**src/rtl/cic_pkg.sv**
```systemverilog
// Shared types and constants for the CIC3 post-decimation sample buffer.
package cic_pkg;

    typedef enum logic [1:0] {
        IDLE,
        SETTLE,
        RUN
    } buf_state_t;

    // A third-order CIC grows the 1-bit input by 3*log2(R) bits.
    function automatic int cic_numbits(input int decimation_factor);
        return 3 * $clog2(decimation_factor) + 1;
    endfunction

    // Unsigned CIC output that corresponds to a zero-valued bipolar sample.
    function automatic logic [63:0] cic_midscale(input int numbits);
        return 64'd1 << (numbits - 2);
    endfunction

endpackage

```
**src/rtl/cic_sample_fifo.sv**
```systemverilog
// Synchronous show-ahead FIFO: the head word is presented whenever the FIFO is non-empty.
module cic_sample_fifo #(
    parameter int WIDTH = 16,
    parameter int DEPTH = 8
) (
    input  logic                     clk,
    input  logic                     reset,
    input  logic                     flush,
    input  logic                     push,
    input  logic [WIDTH-1:0]         push_data,
    input  logic                     pop,
    output logic [WIDTH-1:0]         head,
    output logic                     empty,
    output logic                     full,
    output logic [$clog2(DEPTH):0]   level
);

    localparam int PTR_W   = $clog2(DEPTH);
    localparam int LEVEL_W = PTR_W + 1;

    logic [WIDTH-1:0] mem [DEPTH];
    logic [PTR_W-1:0] wr_ptr;
    logic [PTR_W-1:0] rd_ptr;
    logic             do_push;
    logic             do_pop;

    // A push into a full FIFO is accepted only when a pop frees a slot on the same edge.
    assign empty   = (level == '0);
    assign full    = (level == LEVEL_W'(DEPTH));
    assign do_pop  = pop && !empty;
    assign do_push = push && (!full || do_pop);
    assign head    = empty ? '0 : mem[rd_ptr];

    always_ff @(posedge clk or posedge reset) begin
        if (reset) begin
            wr_ptr <= '0;
            rd_ptr <= '0;
            level  <= '0;
        end else if (flush) begin
            wr_ptr <= '0;
            rd_ptr <= '0;
            level  <= '0;
        end else begin
            if (do_push) begin
                wr_ptr <= wr_ptr + PTR_W'(1);
            end
            if (do_pop) begin
                rd_ptr <= rd_ptr + PTR_W'(1);
            end
            if (do_push && !do_pop) begin
                level <= level + LEVEL_W'(1);
            end else if (do_pop && !do_push) begin
                level <= level - LEVEL_W'(1);
            end
        end
    end

    always_ff @(posedge clk) begin
        if (do_push && !flush) begin
            mem[wr_ptr] <= push_data;
        end
    end

endmodule

```
**src/rtl/cic3_sample_buffer.sv**
```systemverilog
// Captures decimated CIC3 words, drops the settling samples, re-centres/saturates/truncates
// them and queues the results for a valid/ready consumer.
module cic3_sample_buffer
    import cic_pkg::*;
#(
    parameter int DECIMATION_FACTOR = 256,
    parameter int CLOCK_WIDTH       = $clog2(DECIMATION_FACTOR),
    parameter int NUMBITS           = cic_numbits(2 ** CLOCK_WIDTH),
    parameter int OUT_WIDTH         = 16,
    parameter int FIFO_DEPTH        = 8,
    parameter int SETTLE_SAMPLES    = 3
) (
    input  logic                          clk,
    input  logic                          reset,
    input  logic                          enable,
    input  logic [NUMBITS-1:0]            cic_out,
    input  logic                          cic_strobe,
    output logic [OUT_WIDTH-1:0]          sample_data,
    output logic                          sample_valid,
    input  logic                          sample_ready,
    output logic [$clog2(FIFO_DEPTH):0]   fifo_level,
    output logic                          overflow,
    output logic                          saturated,
    input  logic                          clear_flags
);

    localparam int CNT_W = (SETTLE_SAMPLES > 0) ? $clog2(SETTLE_SAMPLES + 1) : 1;
    localparam logic [NUMBITS-1:0] MIDSCALE = NUMBITS'(cic_midscale(NUMBITS));

    buf_state_t           state;
    buf_state_t           state_next;
    logic [CNT_W-1:0]     settle_cnt;
    logic                 capture;
    logic                 settle_strobe;

    logic                 cap_valid;
    logic [NUMBITS-1:0]   cap_data;
    logic [NUMBITS-1:0]   centred;
    logic                 clamp_hi;
    logic                 clamp_lo;
    logic [OUT_WIDTH-1:0] trunc;
    logic                 s2_valid;
    logic [OUT_WIDTH-1:0] s2_data;

    logic                 fifo_full;
    logic                 fifo_empty;
    logic                 pop;
    logic                 sat_set;
    logic                 ovf_set;

    always_ff @(posedge clk or posedge reset) begin
        if (reset) begin
            state <= IDLE;
        end else begin
            state <= state_next;
        end
    end

    always_comb begin
        state_next = state;
        if (!enable) begin
            state_next = IDLE;
        end else begin
            case (state)
                IDLE:    state_next = (SETTLE_SAMPLES == 0) ? RUN : SETTLE;
                SETTLE:  if (cic_strobe && settle_cnt <= CNT_W'(1)) state_next = RUN;
                RUN:     state_next = RUN;
                default: state_next = IDLE;
            endcase
        end
    end

    always_comb begin
        capture       = 1'b0;
        settle_strobe = 1'b0;
        case (state)
            SETTLE:  settle_strobe = enable && cic_strobe;
            RUN:     capture       = enable && cic_strobe;
            default: ;
        endcase
    end

    // The discard count is reloaded for as long as the block sits idle.
    always_ff @(posedge clk or posedge reset) begin
        if (reset) begin
            settle_cnt <= CNT_W'(SETTLE_SAMPLES);
        end else if (state == IDLE) begin
            settle_cnt <= CNT_W'(SETTLE_SAMPLES);
        end else if (settle_strobe && settle_cnt != '0) begin
            settle_cnt <= settle_cnt - CNT_W'(1);
        end
    end

    always_ff @(posedge clk or posedge reset) begin
        if (reset) begin
            cap_valid <= 1'b0;
            cap_data  <= '0;
        end else if (!enable) begin
            cap_valid <= 1'b0;
        end else begin
            cap_valid <= capture;
            if (capture) begin
                cap_data <= cic_out;
            end
        end
    end

    // Out of range exactly when the two top bits of the re-centred word disagree.
    assign centred  = cap_data - MIDSCALE;
    assign clamp_hi = !centred[NUMBITS-1] && centred[NUMBITS-2];
    assign clamp_lo = centred[NUMBITS-1] && !centred[NUMBITS-2];

    always_comb begin
        trunc = centred[NUMBITS-2 -: OUT_WIDTH];
        if (clamp_hi) begin
            trunc = {1'b0, {(OUT_WIDTH-1){1'b1}}};
        end else if (clamp_lo) begin
            trunc = {1'b1, {(OUT_WIDTH-1){1'b0}}};
        end
    end

    if (NUMBITS - 1 > OUT_WIDTH) begin : g_discard
        logic unused_lsbs;
        assign unused_lsbs = ^centred[NUMBITS-2-OUT_WIDTH:0];
    end

    always_ff @(posedge clk or posedge reset) begin
        if (reset) begin
            s2_valid <= 1'b0;
            s2_data  <= '0;
        end else if (!enable) begin
            s2_valid <= 1'b0;
        end else begin
            s2_valid <= cap_valid;
            if (cap_valid) begin
                s2_data <= trunc;
            end
        end
    end

    assign pop     = sample_valid && sample_ready;
    assign sat_set = enable && cap_valid && (clamp_hi || clamp_lo);
    assign ovf_set = enable && s2_valid && fifo_full && !pop;

    // A set event on the same edge as clear_flags takes priority.
    always_ff @(posedge clk or posedge reset) begin
        if (reset) begin
            overflow  <= 1'b0;
            saturated <= 1'b0;
        end else begin
            if (ovf_set) begin
                overflow <= 1'b1;
            end else if (clear_flags) begin
                overflow <= 1'b0;
            end
            if (sat_set) begin
                saturated <= 1'b1;
            end else if (clear_flags) begin
                saturated <= 1'b0;
            end
        end
    end

    cic_sample_fifo #(
        .WIDTH (OUT_WIDTH),
        .DEPTH (FIFO_DEPTH)
    ) u_fifo (
        .clk       (clk),
        .reset     (reset),
        .flush     (!enable),
        .push      (s2_valid && enable),
        .push_data (s2_data),
        .pop       (sample_ready),
        .head      (sample_data),
        .empty     (fifo_empty),
        .full      (fifo_full),
        .level     (fifo_level)
    );

    assign sample_valid = !fifo_empty;

endmodule

```
**config.mk**
```make
export PLATFORM = sky130hd
export DESIGN_NAME = cic3_sample_buffer
export DESIGN_NICKNAME = d
export VERILOG_FILES = /design/src/rtl/cic_pkg.sv /design/src/rtl/cic_sample_fifo.sv /design/src/rtl/cic3_sample_buffer.sv
export SDC_FILE = /design/constraint.sdc
export NUM_CORES = 1
export LEC_CHECK = 0
export ABC_CLOCK_PERIOD_IN_PS = 2650
export CORE_MARGIN = 2
export CORE_UTILIZATION = 40
export CTS_CLUSTER_SIZE = 16
export DETAILED_ROUTE_END_ITERATION = 8
export HOLD_SLACK_MARGIN = 0.15
export PLACE_DENSITY = 0.66
export SLEW_MARGIN = 20
export SYNTH_ARGS = -nofsm -noshare
export SYNTH_HDL_FRONTEND = slang
export SYNTH_SLANG_ARGS = --single-unit
```
**constraint.sdc**
```tcl
create_clock -name clk -period 2.65 [get_ports clk]
set_input_delay 0.3975 -clock clk [delete_from_list [all_inputs] [get_ports clk]]
set_output_delay 0.3975 -clock clk [all_outputs]
set_load 0.05 [all_outputs]
```
## Yosys cells after proc, flatten, opt, wreduce, memory -nomap -nowiden

Memories as Yosys holds them, arrays and structs flattened.
Cells that the tools add are included.

| operators by class | value |
|---|---|
| add/sub/neg operators | 6 |
| $lt $le $gt $ge | 1 |
| equality and inequality tests | 7 |
| muxes and demuxes | 24 |
| reductions and logical operators | 31 |

Operators with widths:

| operator | count |
|---|---|
| $mux 16 | 3 |
| $sub 25x24->25 const B | 1 |
| $logic_and 1x1->1 | 15 |
| $mux 3 | 4 |
| $mux 4 | 3 |
| $mux 1 | 9 |
| $mux 2 | 4 |
| $reduce_bool 2->1 | 4 |
| $add 3x1->3 const B | 2 |
| $logic_not 1->1 | 6 |
| $pmux 2 s3 | 1 |
| $add 4x1->4 const B | 1 |
| $eq 4x4->1 const B | 1 |
| $logic_not 4->1 | 1 |
| $ne 2x1->1 const B | 2 |
| $reduce_and 2->1 | 2 |
| $sub 4x1->4 const B | 1 |
| $ne 3x1->1 const B | 1 |
| $ne 3x3->1 const B | 1 |
| $eq 2x1->1 const B | 1 |
| $eq 2x2->1 const B | 1 |
| $le 2x1->1 const B | 1 |
| $logic_not 2->1 | 1 |
| $logic_or 1x1->1 | 2 |
| $sub 2x1->2 const B | 1 |

| storage, ports and cells | value |
|---|---|
| register bits | 59 |
| RAM bits | 128 |
| input bits | 31 |
| output and inout port bits | 23 |
| word-level logic and storage cells | 81 |
| memories | 1 |

Memories:

| name | words | bits a word | rd ports | clocked after memory_dff | wr ports | RTL line | RTL |
|---|---|---|---|---|---|---|---|
| u_fifo.mem | 8 | 16 | 1 | 0 | 1 | cic_sample_fifo.sv:21 | `logic [WIDTH-1:0] mem [DEPTH];` |

## Longest topological paths before layout

| depth | value |
|---|---|
| word-level depth | 10 |
| gate-level depth with buffers | 9 |
| depth with buffers taken out | 8 |

## By module

A second synthesis with hierarchy kept.

| second synthesis, totals | value |
|---|---|
| cell total of the unflattened synthesis | 442 |
| area, all modules | 7,437.1 um2 |

Modules (own cells, without submodules):

| module | instances | cells each | area each (um2) | seq. area each (um2) |
|---|---|---|---|---|
| cic_sample_fifo | 1 | 291 | 5,647.9 | 4,093.9 |
| cic3_sample_buffer | 1 | 151 | 1,789.2 | 1,028.5 |

## Worst setup path after synthesis

OpenSTA, ideal clock, no wires.

| timing | value |
|---|---|
| path type | register -> register |
| from | register u_fifo.level[0] |
| to | memory u_fifo.mem[1][0] (enable) |
| setup time | 0.430 ns |
| data arrival time | 2.844 ns |
| required time | 2.220 ns |
| setup slack | -0.624 ns |
| cell stages (with the launch flop) | 5 |
| buffers on the path | 1 |
| period minus slack after synthesis | 3.274 ns |
| path through | dfrtp_1 > or3_1 > buf_2 > o21ai_4 > nor4_1 |

| on the way | value |
|---|---|
| cells in the longest elaborated chain, start to end | 8 |
| elaborated cells on any way between the ends | 10 |

RTL lines:

| item | RTL line | RTL |
|---|---|---|
| from (decl) | cic_sample_fifo.sv:15 | `output logic [$clog2(DEPTH):0] level` |
| from (signal assigned) | cic_sample_fifo.sv:51 | `level <= level + LEVEL_W'(1);` |
| from (signal assigned) | cic_sample_fifo.sv:53 | `level <= level - LEVEL_W'(1);` |
| $logic_not 4->1 | cic_sample_fifo.sv:28 | `assign empty = (level == '0);` |
| $logic_not 1->1 | cic_sample_fifo.sv:30 | `assign do_pop = pop && !empty;` |
| $logic_and 1x1->1 | cic_sample_fifo.sv:30 |  |
| $logic_or 1x1->1 * | cic_sample_fifo.sv:31 | `assign do_push = push && (!full \|\| do_pop);` |
| $logic_and 1x1->1 * | cic_sample_fifo.sv:31 |  |
| $logic_and 1x1->1 * | cic_sample_fifo.sv:59 | `if (do_push && !flush) begin` |
| $mux 1 * | cic_sample_fifo.sv:59 |  |
| $mux 1 (not written as such) * | cic_sample_fifo.sv:60 | `mem[wr_ptr] <= push_data;` |
| to (decl) | cic_sample_fifo.sv:21 |  |

Every way passes the cells marked *; elsewhere a longest branch is shown, timed or not.

## Final worst setup path

| timing | value |
|---|---|
| from | register u_fifo.level[2] |
| to | register u_fifo.level[3] |

| on the way | value |
|---|---|
| cells in the longest elaborated chain, start to end | 8 |
| elaborated cells on any way between the ends | 17 |

RTL lines:

| item |
|---|
| branches (longest 8 deep; another with $sub 4x1->4) |

Several ways; the timed one is not identified. The select of a mux whose other input is x is not followed.
A chain may end at the register's enable or synchronous reset.

==> results.sh <==
export IMPL_cpPeakStageDelay_ps=520
export IMPL_synth_top_area_cell="edfxtp_1"
export IMPL_top_layer="met4"
export IMPL_ant_nets=0
export IMPL_start_util=0.406
export IMPL_wl_met3_um=762
export IMPL_dr_wl_met2_mm=6.48
export IMPL_synthTopCellsByArea="edfxtp_1 53%, dfrtp_1 17%, mux4_2 9.9%, mux2_2 2.6%, mux2i_1 2.6%"
export IMPL_cts_root_buf="clkbuf_16"
export IMPL_grt_pass1_wl_mm=21.5
export IMPL_drt_pass1_iter_count=5
export IMPL_skew_ps=12.3
export IMPL_synth_most_common_cell="edfxtp_1"
export IMPL_path_class="flip-flop to flip-flop"
export IMPL_synth_xor_area_frac=0.0108
export IMPL_maxSlewHeadroom=0.636
export IMPL_path_clk_slew_ps=60
export IMPL_crit_cells=8
export IMPL_ios=54
export IMPL_track_usage=0.147
export IMPL_area_delta_synth_final_pct=21.1
export IMPL_ys_flop_type="edfxtp_1"
export IMPL_power_frac_seq=0.418
export IMPL_syn_area_um2=7270
export IMPL_fillers=1512
export IMPL_min_period_over_period=0.966
export IMPL_vias_per_cell=5.09
export IMPL_die_area_um2=19300
export IMPL_async_flop_share=0.285
export IMPL_fp_dieW_um=139
export IMPL_p_per_area_nw_per_um2=1050
export IMPL_ys_warn_count=0
export IMPL_numCtsBuffers=17
export IMPL_final_util=0.492
export IMPL_finalSetupViolCount=0
export IMPL_ctsHoldBuffers=0
export IMPL_synth_seq_cells=179
export IMPL_intPower_w=0.00608
export IMPL_grt_max_degree=52
export IMPL_r2r_end="u_fifo.level[3]$_DFFE_PP0P_"
export IMPL_synth_edf_count=128
export IMPL_core_um2=17900
export IMPL_synth_cell_types=38
export IMPL_synthMuxAreaShare=0.152
export IMPL_critPathCaptureType="flip-flop"
export IMPL_reg2regPathDepth=8
export IMPL_maxClockFrequency_ghz=0.391
export IMPL_place_congestion=0.770
export IMPL_power_total_w=0.00927
export IMPL_drc=0
export IMPL_wl_mm=13.3
export IMPL_synthCells=432
export IMPL_p_sw_frac=0.344
export IMPL_path_buf_inv=0
export IMPL_synth_compound_area_frac=0.0420
export IMPL_synth_top_family_by_area="multiplexers"
export IMPL_clk_path_buf_depth=2
export IMPL_multi_input_area_um2=2040
export IMPL_regArea_um2=5130
export IMPL_grt_overflow_total=0
export IMPL_cp_max_fo=4
export IMPL_ctsHtreeMaxLevel=4
export IMPL_via_count=3800
export IMPL_reg2reg_from="u_fifo.level[2]$_DFFE_PP0P_"
export IMPL_holdWs_ps=343
export IMPL_grt_pass1_vias=3941
export IMPL_syn_area_per_cell_um2=16.8
export IMPL_r2r_slack_ps=90
export IMPL_met1Wirelength_mm=5.94
export IMPL_synth_commonest_cells="128 x edfxtp_1, 49 x dfrtp_1, 32 x mux4_2"
export IMPL_antenna_found_initial=0
export IMPL_status="finished clean"
export IMPL_drive_gt1_frac=0.280
export IMPL_critical_path_top_delay_family="simple AND/OR/NAND/NOR gates"
export IMPL_drt_initial_drc_count=323
export IMPL_clk_latency_ps=420
export IMPL_slew_viol_final=0
export IMPL_rows=49
export IMPL_synth_adder_area_share=0.0200
export IMPL_power_switching_w=0.00319
export IMPL_yosys_area_share_simple=0.0508
export IMPL_startpoint_type="flip-flop"
export IMPL_cts_tree="yes"
export IMPL_period_minus_slack_ps=2560
export IMPL_peakVddDrop_uv=501
export IMPL_crit_start="u_fifo.level[2]$_DFFE_PP0P_"
export IMPL_wl_per_cell_um=17.8
export IMPL_io_buffers=45
export IMPL_antenna_cells=0
export IMPL_crit_chain="or3_4 > nor2_8 > o211ai_1 > ha_1 > a211oi_2 > or4b_4 > and3_1 > o31a_1"
export IMPL_tightest_slew_ps=544
export IMPL_max_cap_viol_count=0
export IMPL_crit_end="u_fifo.level[3]$_DFFE_PP0P_"
export IMPL_critPathRequiredTime_ps=2960
export IMPL_dp_hpwl_mm=8.62
export IMPL_finalHoldViolCount=0
export IMPL_synth_top_cell_area_share=0.529
export IMPL_clockPowerShare=0.258
export IMPL_p_comb_frac=0.324
export IMPL_slowest_stage="or4b_4"
export IMPL_crit_arrival_ps=2870
export IMPL_syn_num_nets=474
export IMPL_die_y_um=139
export IMPL_hold_path_class="input port to async pin"
export IMPL_seq_area_frac_synth=0.705
export IMPL_cts_sinks=179
export IMPL_leakagePower_nw=3.18
export IMPL_nets=547
routing by layer:
metal | track usage | vias to the layer above
met5 | 0 | -
met4 | 0.0606 | 0
met3 | 0.0307 | 8
met2 | 0.228 | 100
met1 | 0.204 | 1901
li1 | - | 1791
state kept, by name, indices dropped and copies added (netlist names), 2 cells and up:
signal,count
u_fifo.rd_ptr,3
settle_cnt,2
u_fifo.mem,128
state,2
cap_data,17
u_fifo.level,4
s2_data,16
u_fifo.wr_ptr,3
cells by family (layout without fill, tap and decap cells):
kind of cell / Yosys count / count (layout)
AOI/OAI and AO/OA: 50 / 50
xor gates and xnor gates: 9 / 9
adders and majority gates: 11 / 11
buffers and inverters: 36 / 122
DFF: 179 / 179
muxes: 68 / 68
and+or+nand+nor: 79 / 79
cells in the final DEF, fill, tap and decap left out, drive strengths merged, types with 2 or more instances in the layout:
cell type        n
nor3             6
a21oi           13
nand3            4
edfxtp         128
mux4            32
xnor2            4
dfstp            2
o22ai            2
nor2            32
buf             47
mux2i           19
bufinv           2
nand2b           2
dfrtp           49
nand4b           2
xor2             5
clkinvlp         2
clkbuf          18
clkdlybuf4s50   28
o211ai           4
ha              10
a211oi           3
o21ai           25
and3             2
or3              2
mux2            17
nand2           25
clkinv           9
inv             16
power groups by stage:
stage                     logic [W]  clock network (W)  registers, W
after global routing        0.00326            0.00257       0.00393
after floorplan             0.00211                  0       0.00387
final                       0.00300            0.00239       0.00387
after global placement      0.00297                  0       0.00388
after CTS                   0.00302            0.00245       0.00387
after detailed placement    0.00301                  0       0.00392
tightest hold or removal path, cell delays in order:
cell             delay (ps)
clkdlybuf4s50_1         420
inv_2                    70
buf_12                  260
metrics by stage:
| stage | cell area (µm²) | setup TNS, ps | worst slack (ps) | cells |
|---|---|---|---|---|
| finish | 8800 | 0 | 90.4 | 747 |
| global route | 8800 | -0.522 | -0.522 | 747 |
| CTS | 8780 | 0 | 16.6 | 746 |
| detailed placement | 8210 | -13.4 | -13.4 | 714 |
| global placement | 8210 | 0 | 33.6 | 714 |
| floorplan | 7290 | -105 | -105 | 432 |
how the worst min path moves through the flow:
stage	to	slack, ps	depth (start not counted)
floorplan	cap_data[18]$_DFFE_PP0P_	470	1
CTS	state[0]$_DFFE_PP0P_	330	3
detailed placement	cap_data[21]$_DFFE_PP0P_	490	1
finish	state[1]$_DFFE_PP0P_	340	3
global route	cap_valid$_DFF_PP0_	360	3
global placement	cap_data[21]$_DFFE_PP0P_	490	1
final cells by class:
class / count / area share
timing repair buffer: 75 / 0.0827
multi-input combinational: 217 / 0.232
tap: 229 / 0.0325
sequential: 179 / 0.582
inverter: 15 / 0.00639
clock inverter: 14 / 0.0155
clock buffer: 18 / 0.0487
what timing repair did:
action | 4_1_cts | 5_1_grt
setup endpoints to repair | 1 | 2
setup buffers | 0 | 1
gates resized for setup | 1 | 4
pin swaps | 0 | 1
cloned | 0 | 0
No activity file was read; power rests on OpenSTA's default activity.
